$ cat src/rtl/acc_responder.sv
// Accelerator command responder: accepts a SUM/INC/CLR command from the core,
// walks the data memory word by word through its own port, then pulses accdone.
module acc_responder #(
    parameter int AW       = 6,
    parameter int MAXWORDS = 64
) (
    input  logic          clk,
    input  logic          reset,
    input  logic          accbypassA,
    input  logic [31:0]   fullinstructionA,
    input  logic [31:0]   startaddrA,
    input  logic [31:0]   datasizeA,
    output logic          accdone,
    output logic          busy,
    output logic [AW-1:0] mem_addr,
    output logic          mem_we,
    output logic [31:0]   mem_wdata,
    input  logic [31:0]   mem_rdata
);

    localparam int NW = $clog2(MAXWORDS + 1);

    localparam logic [5:0] OP_SUM = 6'h20;
    localparam logic [5:0] OP_INC = 6'h21;
    localparam logic [5:0] OP_CLR = 6'h22;

    typedef enum logic [2:0] {
        IDLE,
        SUM_RD,
        RESULT,
        INC_RD,
        INC_WR,
        CLR_WR,
        DONE,
        RELEASE
    } state_t;

    state_t        state_reg, state_next;
    logic [AW-1:0] base_reg,  base_next;
    logic [NW-1:0] n_reg,     n_next;
    logic [NW-1:0] i_reg,     i_next;
    logic [31:0]   acc_reg,   acc_next;
    logic [31:0]   data_reg,  data_next;

    logic [NW-1:0] size_sat;
    logic [NW-1:0] i_inc;
    logic [AW-1:0] word_addr;
    logic [AW-1:0] result_addr;

    // Oversized requests clamp to the memory size.
    assign size_sat    = (datasizeA > 32'(MAXWORDS)) ? NW'(MAXWORDS) : NW'(datasizeA);
    assign i_inc       = i_reg + NW'(1);
    assign word_addr   = base_reg + AW'(i_reg);
    assign result_addr = base_reg + AW'(n_reg);

    always_ff @(posedge clk or negedge reset) begin
        if (!reset) begin
            state_reg <= IDLE;
            base_reg  <= '0;
            n_reg     <= '0;
            i_reg     <= '0;
            acc_reg   <= '0;
            data_reg  <= '0;
        end else begin
            state_reg <= state_next;
            base_reg  <= base_next;
            n_reg     <= n_next;
            i_reg     <= i_next;
            acc_reg   <= acc_next;
            data_reg  <= data_next;
        end
    end

    always_comb begin
        state_next = state_reg;
        base_next  = base_reg;
        n_next     = n_reg;
        i_next     = i_reg;
        acc_next   = acc_reg;
        data_next  = data_reg;
        accdone    = 1'b0;
        busy       = (state_reg != IDLE);
        mem_we     = 1'b0;
        mem_addr   = '0;
        mem_wdata  = '0;

        case (state_reg)
            IDLE: begin
                if (!accbypassA) begin
                    base_next = startaddrA[AW+1:2];
                    n_next    = size_sat;
                    i_next    = '0;
                    acc_next  = '0;
                    case (fullinstructionA[5:0])
                        OP_SUM:  state_next = (size_sat == '0) ? RESULT : SUM_RD;
                        OP_INC:  state_next = (size_sat == '0) ? DONE : INC_RD;
                        OP_CLR:  state_next = (size_sat == '0) ? DONE : CLR_WR;
                        default: state_next = DONE;
                    endcase
                end
            end
            SUM_RD: begin
                mem_addr = word_addr;
                acc_next = acc_reg + mem_rdata;
                i_next   = i_inc;
                if (i_inc == n_reg) begin
                    state_next = RESULT;
                end
            end
            RESULT: begin
                mem_we     = 1'b1;
                mem_addr   = result_addr;
                mem_wdata  = acc_reg;
                state_next = DONE;
            end
            INC_RD: begin
                mem_addr   = word_addr;
                data_next  = mem_rdata;
                state_next = INC_WR;
            end
            INC_WR: begin
                mem_we     = 1'b1;
                mem_addr   = word_addr;
                mem_wdata  = data_reg + 32'd1;
                i_next     = i_inc;
                state_next = (i_inc < n_reg) ? INC_RD : DONE;
            end
            CLR_WR: begin
                mem_we    = 1'b1;
                mem_addr  = word_addr;
                mem_wdata = '0;
                i_next    = i_inc;
                if (i_inc == n_reg) begin
                    state_next = DONE;
                end
            end
            DONE: begin
                accdone    = 1'b1;
                state_next = RELEASE;
            end
            RELEASE: begin
                // A command still held low must not fire again.
                if (accbypassA) begin
                    state_next = IDLE;
                end
            end
            default: state_next = IDLE;
        endcase
    end

endmodule

$ cat config.mk
export PLATFORM = sky130hd
export DESIGN_NAME = acc_responder
export DESIGN_NICKNAME = d
export VERILOG_FILES = /design/src/rtl/acc_responder.sv
export SDC_FILE = /design/constraint.sdc
export NUM_CORES = 1
export LEC_CHECK = 0
export CORE_MARGIN = 2
export CORE_UTILIZATION = 49
export CTS_CLUSTER_SIZE = 28
export DETAILED_ROUTE_END_ITERATION = 7
export PLACE_DENSITY = 0.81
export SETUP_SLACK_MARGIN = 0.5
export SLEW_MARGIN = 20
export SYNTH_ARGS = -nofsm -noshare
export SYNTH_HDL_FRONTEND = slang
export SYNTH_SLANG_ARGS = --single-unit
$ cat constraint.sdc
create_clock -name clk -period 5.3 [get_ports clk]
set_input_delay 0.53 -clock clk [delete_from_list [all_inputs] [get_ports clk]]
set_output_delay 0.53 -clock clk [all_outputs]
set_load 0.05 [all_outputs]
# Yosys cells after proc, flatten, opt, wreduce, memory -nomap -nowiden
# Index checks and enable logic that the tools add are counted.
# totals
register_bits,87
input_bits,131
out_inout_bits,41
wordCells,60
# classes
addsub,5
n_lt_le_gt_ge,2
n_eq_ne,15
mux,19
bitwise_logic,1
n_reduce_logical,12
# ops
operator,n
case mux 32 bit (2 select lines),2
adder 32 x 1 -> 32 bit (second input constant),1
adder 32 bit,1
greater-than comparator 32 x 7 -> 1 bit (second input constant),1
two-way mux 32 bit,1
case mux 3 bit (8 select lines),1
equality test 6 bit (second input constant),3
two-way mux 3 bit,6
two-way mux 7 bit,2
case mux 7 bit (2 select lines),1
adder 6 bit,2
equality test 3 bit (second input constant),4
case mux 6 bit (2 select lines),1
case mux 3 bit (3 select lines),1
inequality test 2 bit (second input constant),4
adder 7 x 1 -> 7 bit (second input constant),1
equality test 7 bit,1
logical NOT 7 bit,1
< comparator 7 bit,1
equality test 3 x 2 -> 1 bit (second input constant),2
AND reduction 2 bit,3
OR reduction 3 bit,2
two-way mux 2 bit,2
AND reduction 4 bit,1
other kinds (7),9

# Logic depth before layout (Yosys ltp)
# Gate-level depths: netlist (run 1).
# logic_depth
word_depth,7
mapped_depth,13
ltp_nobuf,12

# Least setup slack after synthesis (run 1)
# No wires, ideal clock.
# synth_timing
path_type,flip-flop to output port
from,reg state_reg[2]
to,out mem_addr[5]
t_arrival_ns,2.920
required_ns,4.770
slack_ns,1.850
path_stages_with_launch,12
n_path_buf,2
cell_sequence,dfrtp_1 > clkbuf_1 > o21a_1 > clkbuf_1 > mux2_2 > ha_1 > a21o_1 > a21oi_1 > o21bai_1 > a21oi_1 > xnor2_1 > nor2_1
# synth_between
elab_chain_len,3
word_cells_on_any_way,7
cone_classes,eq/ne: 5; mux: 1; reduce/logical: 1
# synth_lines
item,line,source
from (decl),38,"state_t state_reg, state_next;"
from (signal assigned),65,state_reg <= state_next;
equality test 3 bit (tied with other cells),87,case (state_reg)
OR reduction 4 bit (no line),--,
case mux 6 bit (2 select lines) (*),87,
to (decl),15,"output logic [AW-1:0] mem_addr,"
# Every way passes the cells marked *; elsewhere a longest branch is shown, timed or not.

# Worst setup path after layout (run 1)
# layout_timing
from,reg data_reg[0]
to,out mem_wdata[30]
# layout_between
elab_chain_len,2
# layout_lines
item,line,source
from (decl),43,"logic [31:0] data_reg, data_next;"
from (signal assigned),70,data_reg <= data_next;
adder 32 x 1 -> 32 bit,124,mem_wdata = data_reg + 32'd1;
case mux 32 bit (2 select lines),87,
to (decl),17,"output logic [31:0] mem_wdata,"
# Every way passes these cells.

==> results of run 1 <==
==> per-layer routing <==
metal	vias to the layer above	track usage (%)
met5	-	0
li1	2881	-
met1	2750	31.60
met2	184	39.60
met3	38	3.958
met4	0	8.185
==> logic make-up (layout without fill, tap and decap cells) <==
family / count (synthesis) / after routing / share of synthesized area [%]
muxes: 36 / 36 / 6.254
adders and majority gates: 47 / 47 / 9.390
AOI/OAI and AO/OA: 185 / 185 / 18.61
buffers and inverters: 56 / 169 / 3.292
and+or+nand+nor: 270 / 270 / 19.83
DFF: 87 / 87 / 33.90
xor gates and xnor gates: 64 / 64 / 8.728
==> cell type report <==
| class | instances | area (um^2) |
|---|---|---|
| Clock buffer | 11 | 252.7 |
| Timing Repair Buffer | 123 | 1219 |
| Clock inverter | 5 | 80.08 |
| Fill cell | 1103 | 4624 |
| Multi-Input combinational cell | 602 | 4041 |
| Tap cell | 172 | 215.2 |
| Inverter | 30 | 112.6 |
| Sequential cell | 87 | 2177 |
==> metrics by stage <==
stage	cell area, um^2	instances	hold WS (ns)	total power, mW
2_1_floorplan	6422	745	0.2344	3.594
6_report	8098	1030	0.03203	5.173
3_3_place_gp	7762	1014	0.4078	4.355
3_5_place_dp	7762	1014	0.4085	4.432
5_1_grt	8098	1030	0.04590	5.577
4_1_cts	8095	1030	0.03953	5.170
==> how the worst max path moves through the flow <==
stage	end	slack, ns	cells past startpoint
after floorplan	mem_addr[5]	1.85	11
after global placement	mem_wdata[30]	1.27	10
after detailed placement	mem_wdata[30]	1.27	10
after CTS	mem_wdata[30]	0.82	10
after global routing	mem_wdata[30]	0.68	10
final	mem_wdata[30]	0.83	10
==> power by group through the flow <==
| stage | clock [mW] | sequential, mW | combinational (mW) |
|---|---|---|---|
| 2_1_floorplan | 0 | 1.21 | 2.39 |
| 3_3_place_gp | 0 | 1.29 | 3.06 |
| 3_5_place_dp | 0 | 1.31 | 3.12 |
| 4_1_cts | 0.711 | 1.30 | 3.16 |
| 5_1_grt | 0.742 | 1.35 | 3.48 |
| 6_report | 0.707 | 1.30 | 3.16 |
==> cell usage after synthesis, types with 3 or more instances <==
cell | instances | area share (%)
xor2_1 | 39 | 5.3
a21o_1 | 14 | 1.6
clkbuf_1 | 24 | 1.4
and3_1 | 6 | 0.58
nand2_1 | 117 | 6.8
and2_1 | 3 | 0.29
mux2_2 | 33 | 5.8
o211ai_1 | 4 | 0.47
a21oi_1 | 29 | 2.3
nor3_1 | 12 | 0.94
and4_1 | 8 | 1.1
a211oi_2 | 3 | 0.58
dfrtp_1 | 87 | 34
inv_1 | 30 | 1.8
o21bai_1 | 3 | 0.35
a31oi_1 | 4 | 0.39
nor2b_1 | 4 | 0.39
xnor2_1 | 25 | 3.4
nand3_1 | 46 | 3.6
nor4_1 | 5 | 0.49
ha_1 | 45 | 8.8
nand2b_1 | 9 | 0.88
mux2i_1 | 3 | 0.47
nor2_1 | 37 | 2.2
o21ai_0 | 79 | 6.2
a311oi_1 | 3 | 0.41
o21ai_1 | 8 | 0.62
o31ai_1 | 3 | 0.35
nand4_1 | 12 | 1.2
o21a_1 | 7 | 0.82
==> critical path: stages (launching register included) <==
cell and delay, ns:
dfrtp_1 0.40, ha_1 0.23, and4_1 0.24, nand4_1 0.29, nor3_2 0.52, nand4_1 0.27, nor2_1 0.23, nand2_1 0.09
xor2_1 0.15, o21ai_0 0.29, clkdlybuf4s50_1 0.89
==> flow_summary.json, run 1 <==
{
  "yosysWarnings": 0,
  "fin_setup_tns_ns": 0,
  "syn_avg_cell_area_um2": 8.621,
  "async_flop_share_pct": 100.0,
  "cts_tree": "built",
  "clock.fmax_mhz": 223.6,
  "via_per_inst": 5.683,
  "min_period_ns": 4.471,
  "seq_power_share_pct": 25.2,
  "clk_latency_ns": 0.35,
  "wl_met2_um": 7687,
  "diodes": 0,
  "htree_levels": 3,
  "met3_length_um": 798,
  "cts_resized": 0,
  "start_util_pct": 50.48,
  "finalSetupViolCount": 0,
  "status": "finished clean",
  "wl_per_cell_um": 15.80,
  "synth_edf_count": 0,
  "root_buffer": "clkbuf_16",
  "finalWirelength_um": 16280,
  "cts_buffers": 9,
  "cts_sinks": 87,
  "synth_ff_type": "dfrtp_1",
  "layout_commonest_cell": "clkdlybuf4s50_1",
  "drt_pass1_iterations": 5,
  "top_layer": "met4",
  "peakVddDrop_v": 0.0003949,
  "drive_gt1_share_pct": 8.741,
  "startpoint": "data_reg[0]",
  "first_global_vias": 5748,
  "via_count": 5853,
  "areaGrowthSynthToFinish_pct": 26.09,
  "dieArea_um2": 14040,
  "dieHeight_um": 118.5,
  "grt_start_max_net_pins": 71,
  "crit_path_start_kind": "flip-flop",
  "reg2reg_slack_ns": 2.52,
  "io_buffer_count": 119,
  "drc": 0,
  "yosysSeqAreaShare_pct": 33.90,
  "cap_violations": 0,
  "ios": 172,
  "hp-class": "in -> async",
  "max_slew.worst_pin.slew_ns": 1.040,
  "fin_crit_sh_pct": 84.37,
  "final_cell_mix": "clkdlybuf4s50_1 (118), nand2_1 (117), dfrtp_1 (87)",
  "synthDistinctLibCells": 65,
  "dp_hpwl_um": 11840,
  "timing.slew.headroom_pct": 30.53,
  "place_congestion": 0.9137,
  "coreArea_um2": 12720,
  "ff2ff_path_depth": 10,
  "r2r_start": "acc_reg[0]",
  "rows": 41,
  "swShare_pct": 48.06,
  "cts_setup_buffers": 0,
  "finalWorstSetupSlack_ns": 0.8286,
  "p_leak_nw": 3.432,
  "syn_nets": 923,
  "fin_skew_ns": 0.007114,
  "power_switching_mw": 2.486,
  "hold_violations": 0,
  "powerDensity_nw_per_um2": 638.8,
  "rsz0062_at_grt": "no",
  "post-route-util_pct": 63.65,
  "slew_violations": 0,
  "antenna_found_initial": 0,
  "rr_endpoint": "acc_reg[30]",
  "ys_seq_elements": 87,
  "worst_setup_path_end_kind": "output port",
  "arrival_ns": 3.94,
  "critPathKind": "reg -> out",
  "postRouteAntennaNets": 0,
  "internal_power_mw": 2.687,
  "drtIter0Drc": 321,
  "cp.required_ns": 4.77,
  "cts_buffer_depth": 2,
  "wl_met1_um": 7417,
  "grt_pass1_wl_um": 27340,
  "netlist_instances": 745,
  "ctsHoldBuffers": 0,
  "die_x_um": 118.5,
  "worstPathMaxFanout": 5,
  "clock_power_share_pct": 13.7,
  "grt.overflow.total": 0,
  "mappedNetlistArea_um2": 6422,
  "nets": 1031,
  "clk_pin_slew_ns": 0.06,
  "grt_usage_pct": 23.85,
  "pwr-share-comb_pct": 61.1,
  "dp_slack_ns": 1.273
}
Note: power is estimated with default switching activity, not from simulation.
==> inputs of run 2 (changes only) <==
==> constraint.sdc (replaced) <==
create_clock -name clk -period 4.5 [get_ports clk]
set_input_delay 0.45 -clock clk [delete_from_list [all_inputs] [get_ports clk]]
set_output_delay 0.45 -clock clk [all_outputs]
set_load 0.05 [all_outputs]
==> flow_summary.json, run 2 (synthesized netlist as in run 1, its figures left out) <==
{
  "slowest_stage": "clkdlybuf4s50_1",
  "place_congestion": 0.9068,
  "finalSetupViolCount": 0,
  "grt_start_max_net_pins": 47,
  "status": "finished clean",
  "wl_met1_um": 7648,
  "slowest_delay_ns": 0.80,
  "slew_violations": 0,
  "cts_setup_buffers": 0,
  "dp_hpwl_um": 12110,
  "root_buffer": "clkbuf_16",
  "grt_usage_pct": 24.01,
  "clock.fmax_mhz": 259.7,
  "fin_skew_ns": 0.004885,
  "top_layer": "met4",
  "max_slew.worst_pin.slew_ns": 0.9835,
  "cts_tree": "built",
  "num-fill-cells": 1125,
  "cp_cell_sequence": "nand2_1 -> o21a_1 -> mux2_2 -> ha_1 -> inv_1 -> fa_1 -> nor2_1 -> clkdlybuf4s50_1",
  "via_count": 5836,
  "cts_buffers": 9,
  "timing.slew.headroom_pct": 34.27,
  "antenna_found_initial": 0,
  "via_per_inst": 5.655,
  "critPathKind": "reg -> out",
  "cts_buffer_depth": 2,
  "drtIter0Drc": 265,
  "drt_pass1_iterations": 4,
  "postRouteAntennaNets": 0,
  "drc": 0,
  "htree_levels": 3,
  "dpl.cell_count": 1017,
  "powerDensity_nw_per_um2": 744.4,
  "final_cell_mix": "nand2_1 (117), clkdlybuf4s50_1 (109), dfrtp_1 (87)",
  "rsz0062_at_grt": "no",
  "grt_pass1_wl_um": 27720,
  "start_util_pct": 50.48,
  "cts_sinks": 87,
  "grt.overflow.total": 0,
  "fin_setup_tns_ns": 0,
  "dieHeight_um": 118.5,
  "rr_endpoint": "acc_reg[30]",
  "diodes": 0,
  "min_period_ns": 3.851,
  "fin_crit_sh_pct": 85.58,
  "wl_per_cell_um": 15.90,
  "ios": 172,
  "wl_met2_um": 7747,
  "cap_violations": 0,
  "ff2ff_path_depth": 10,
  "seqCellArea_um2": 2177,
  "layout_commonest_cell": "nand2_1",
  "hp-class": "in -> async",
  "finalWirelength_um": 16410,
  "p_leak_nw": 3.512,
  "arrival_ns": 3.40,
  "reg2reg_slack_ns": 1.71,
  "areaGrowthSynthToFinish_pct": 25.81,
  "worst_setup_path_end_kind": "output port",
  "first_global_vias": 5752,
  "drive_gt1_share_pct": 8.953,
  "clk_latency_ns": 0.35,
  "dp_slack_ns": 0.7095,
  "r2r_start": "acc_reg[0]",
  "dieArea_um2": 14040,
  "hold_violations": 0,
  "coreArea_um2": 12720,
  "worstPathMaxFanout": 15,
  "clk_pin_slew_ns": 0.06,
  "met3_length_um": 731,
  "io_buffer_count": 119,
  "die_x_um": 118.5,
  "finalWorstSetupSlack_ns": 0.6488,
  "crit_path_start_kind": "flip-flop",
  "nets": 1034,
  "rows": 41,
  "multi_input_comb_area_um2": 4039,
  "fin_cells": 1032,
  "cp.required_ns": 4.05,
  "peakVddDrop_v": 0.0003725
}
==> run 2: changes by cell type in the layout (fill, tap and decap cells not counted) <==
cell / before / now
clkdlybuf4s50_1: 118 / 109
dlymetal6s2s_1: 0 / 4
buf_4: 5 / 8
dlygate4sd2_1: 0 / 3
clkbuf_2: 0 / 2
bufinv_16: 2 / 1
clkbuf_1: 0 / 1
clkinvlp_4: 2 / 1
nand2b_1: 8 / 9
nand2b_2: 1 / 0
==> run 2: stage by stage <==
stage	hold slack (ns)	utilization [%]	total power [mW]	instance area, um^2
detailed placement	0.4740	61.17	5.228	7782
global route	0.1397	63.51	6.467	8080
finish	0.09190	63.51	6.015	8080
CTS	0.1175	63.47	6.007	8075
global placement	0.4664	61.17	5.132	7782
floorplan	0.1544	-	4.233	6422
==> run 2: power by group <==
part	switching (mW)	internal (mW)	total [mW]
sequential	0.386	1.15	1.54
clock	0.304	0.457	0.760
combinational	2.24	1.48	3.72
total	2.93	3.09	6.01
==> run 2: layer usage <==
metal	vias up	GRT usage, %
li1	2892	-
met1	2780	32.42
met2	137	39.67
met3	27	3.716
met4	0	7.515
met5	-	0
==> run 2: timing repair <==
item,4_1_cts,5_1_grt
pin swaps,0,0
resized for setup,5,9
endpoints found under the hold margin,0,0
endpoints found under the setup margin,5,6
hold buffers,0,0
==> run 2: worst max path at each step <==
stage / endpoint / start / slack, ns / cells past startpoint
2_1_floorplan: mem_addr[5] / state_reg[2] / 1.13 / 11
3_3_place_gp: mem_wdata[30] / data_reg[0] / 0.73 / 11
3_5_place_dp: mem_wdata[30] / data_reg[0] / 0.71 / 11
4_1_cts: mem_wdata[28] / data_reg[0] / 0.52 / 11
5_1_grt: mem_addr[1] / state_reg[2] / 0.55 / 8
6_report: mem_addr[1] / state_reg[2] / 0.65 / 8
==> run 2: critical path: cells and delay by family, from the launching register on <==
| kind | cells | cell delay [ns] |
|---|---|---|
| fa+ha+maj | 2 | 0.60 |
| mux | 1 | 0.41 |
| simple gates | 2 | 0.26 |
| compound gates | 1 | 0.38 |
| flops | 1 | 0.53 |
| buf+inv | 2 | 0.87 |
==> run 2: cell type report <==
type | instances | share of cell area, %
multi-input cells | 602 | 49.98
flip-flops and latches | 87 | 26.94
repair buffers | 126 | 15.31
clock buffers | 12 | 3.174
well taps | 172 | 2.663
inverters | 30 | 1.394
clock inverters | 3 | 0.5265
==> inputs of run 3 (changes only) <==
--- a/config.mk
+++ b/config.mk
@@ -11,7 +11,7 @@
 export DETAILED_ROUTE_END_ITERATION = 7
 export PLACE_DENSITY = 0.81
 export SETUP_SLACK_MARGIN = 0.5
-export SLEW_MARGIN = 20
+export SLEW_MARGIN = 10
 export SYNTH_ARGS = -nofsm -noshare
 export SYNTH_HDL_FRONTEND = slang
 export SYNTH_SLANG_ARGS = --single-unit
==> constraint.sdc (replaced) <==
create_clock -name clk -period 4.5 [get_ports clk]
set_input_delay 0.9 -clock clk [delete_from_list [all_inputs] [get_ports clk]]
set_output_delay 0.9 -clock clk [all_outputs]
set_load 0.05 [all_outputs]
==> flow_summary.json, run 3 (synthesized netlist as in run 1, its figures left out) <==
{
  "finalWirelength_um": 16170,
  "via_per_inst": 5.609,
  "swShare_pct": 49.18,
  "diodes": 0,
  "antenna_found_initial": 0,
  "grt_util_met3_pct": 3.185,
  "finalSetupViolCount": 0,
  "htree_levels": 3,
  "pwr-share-comb_pct": 62.7,
  "rsz0062_at_grt": "no",
  "dieArea_um2": 14040,
  "crit_family": "simple AND/OR/NAND/NOR gates",
  "cp_num_buf_inv": 2,
  "slowest_stage": "dlygate4sd2_1",
  "coreArea_um2": 12720,
  "clock.fmax_mhz": 256.9,
  "die_x_um": 118.5,
  "peakVddDrop_v": 0.0004244,
  "hold_slack_ns": 0.4882,
  "nets": 1042,
  "cp.required_ns": 3.60,
  "wl_per_cell_um": 15.53,
  "power_switching_mw": 2.917,
  "internal_power_mw": 3.014,
  "hold_violations": 0,
  "slew_violations": 0,
  "cap_violations": 0,
  "cts_buffer_depth": 2,
  "critPathKind": "reg -> out",
  "areaGrowthSynthToFinish_pct": 26.40,
  "io_buffer_count": 119,
  "clk_pin_slew_ns": 0.07,
  "layout_commonest_cell": "nand2_1",
  "worstPathMaxFanout": 5,
  "cts_sinks": 87,
  "arrival_ns": 2.99,
  "grt_usage_pct": 23.98,
  "hp-class": "reg -> reg",
  "seq_power_share_pct": 25.2,
  "grt_pass1_wl_um": 27570,
  "status": "finished clean",
  "min_period_ns": 3.892,
  "fin_skew_ns": 0.007422,
  "drive_gt1_share_pct": 10.59,
  "rows": 41,
  "start_util_pct": 50.48,
  "fin_crit_sh_pct": 86.49,
  "dp_hpwl_um": 12150,
  "drtIter0Drc": 285,
  "cts_tree": "built",
  "powerDensity_nw_per_um2": 730.6,
  "first_global_vias": 5723,
  "drc": 0,
  "p_leak_nw": 3.613,
  "top_usage_layer": "met2",
  "fin_setup_tns_ns": 0,
  "place_congestion": 0.9165,
  "via_count": 5839,
  "worst_setup_path_end_kind": "output port",
  "slowest_delay_ns": 0.56,
  "cp_cell_sequence": "ha_1 -> and4_1 -> nand4_1 -> nor3_2 -> buf_4 -> nand3_1 -> xor2_1 -> o21ai_0 -> dlygate4sd2_1",
  "clock_power_share_pct": 12.1,
  "grt_use_met1_pct": 31.96,
  "crit_path_start_kind": "flip-flop",
  "grt_start_max_net_pins": 60,
  "ios": 172,
  "postRouteAntennaNets": 0,
  "timing.slew.headroom_pct": 25.58,
  "grt.overflow.total": 0,
  "drt_pass1_iterations": 5,
  "dieHeight_um": 118.5,
  "clk_latency_ns": 0.34,
  "root_buffer": "clkbuf_16",
  "power_mw": 5.931,
  "max_slew.worst_pin.slew_ns": 1.112,
  "cts_buffers": 9,
  "final_cell_mix": "nand2_1 (117), clkdlybuf4s50_1 (95), dfrtp_1 (87)",
  "grtUsageMet2_pct": 39.96
}
run 3: changes by cell type in the layout (fill, tap and decap cells not counted), moves of 2 or more:
| cell | delta |
|---|---|
| dlygate4sd2_1 | +7 |
| inv_6 | +2 |
| dlymetal6s2s_1 | +2 |
| clkdlybuf4s15_2 | +3 |
| buf_4 | +10 |
| clkdlybuf4s50_1 | -14 |
run 3: power by group through the flow:
stage / Sequential, mW / Clock (mW) / Combinational, mW
floorplan: 1.42 / 0 / 2.81
global placement: 1.48 / 0 / 3.68
detailed placement: 1.50 / 0 / 3.75
CTS: 1.49 / 0.725 / 3.73
global route: 1.55 / 0.764 / 4.10
finish: 1.50 / 0.715 / 3.72
run 3: layout make-up:
| cell class | count | area [um^2] |
|---|---|---|
| flip-flops and latches | 87 | 2177 |
| fillers | 1143 | 4604 |
| clock inverters | 6 | 43.79 |
| multi-input cells | 602 | 4038 |
| clock buffers | 10 | 239.0 |
| inverters | 30 | 112.6 |
| repair buffers | 134 | 1292 |
| well taps | 172 | 215.2 |
run 3: routing by layer:
metal / share of wire [%] / vias up
li1: - / 2903
met1: 46 / 2769
met2: 47 / 144
met3: 4.9 / 23
met4: 1.8 / 0
met5: 0 / -
run 3: stage by stage:
step	worst slack [ns]	cell area (um^2)	instances	util, %
after floorplan	0.6798	6422	745	-
after global placement	0.5213	7838	1025	61.61
after detailed placement	0.4407	7838	1025	61.61
after CTS	0.3672	8109	1041	63.74
after global routing	0.5006	8118	1041	63.81
final	0.6079	8118	1041	63.81
run 3: worst paths after layout:
| path | slack (ns) | endpoint | startpoint | cells after the start |
|---|---|---|---|---|
| hold / removal | 0.49 | base_reg[4] | base_reg[4] | 2 |
| min in group asynchronous | 0.63 | data_reg[2] | reset | 1 |
| setup / recovery | 0.61 | mem_wdata[20] | data_reg[0] | 9 |
| setup reg to reg | 1.70 | acc_reg[30] | acc_reg[0] | 10 |
| max in group asynchronous | 3.01 | acc_reg[0] | reset | 2 |
| hold reg to reg | 0.49 | base_reg[4] | base_reg[4] | 2 |
run 3: timing repair:
action                                  4_1_cts  5_1_grt
gates resized for setup                      22       11
pin swaps                                     0        0
hold buffers                                  0        0
setup buffers                                 0        0
endpoints found under the setup margin       15       11
gates cloned                                  0        0
run 3: worst min-delay path, stage by stage, from the launching register on:
cell and delay (ns):
dfrtp_1 0.35, nand2_1 0.05, nand2_1 0.06
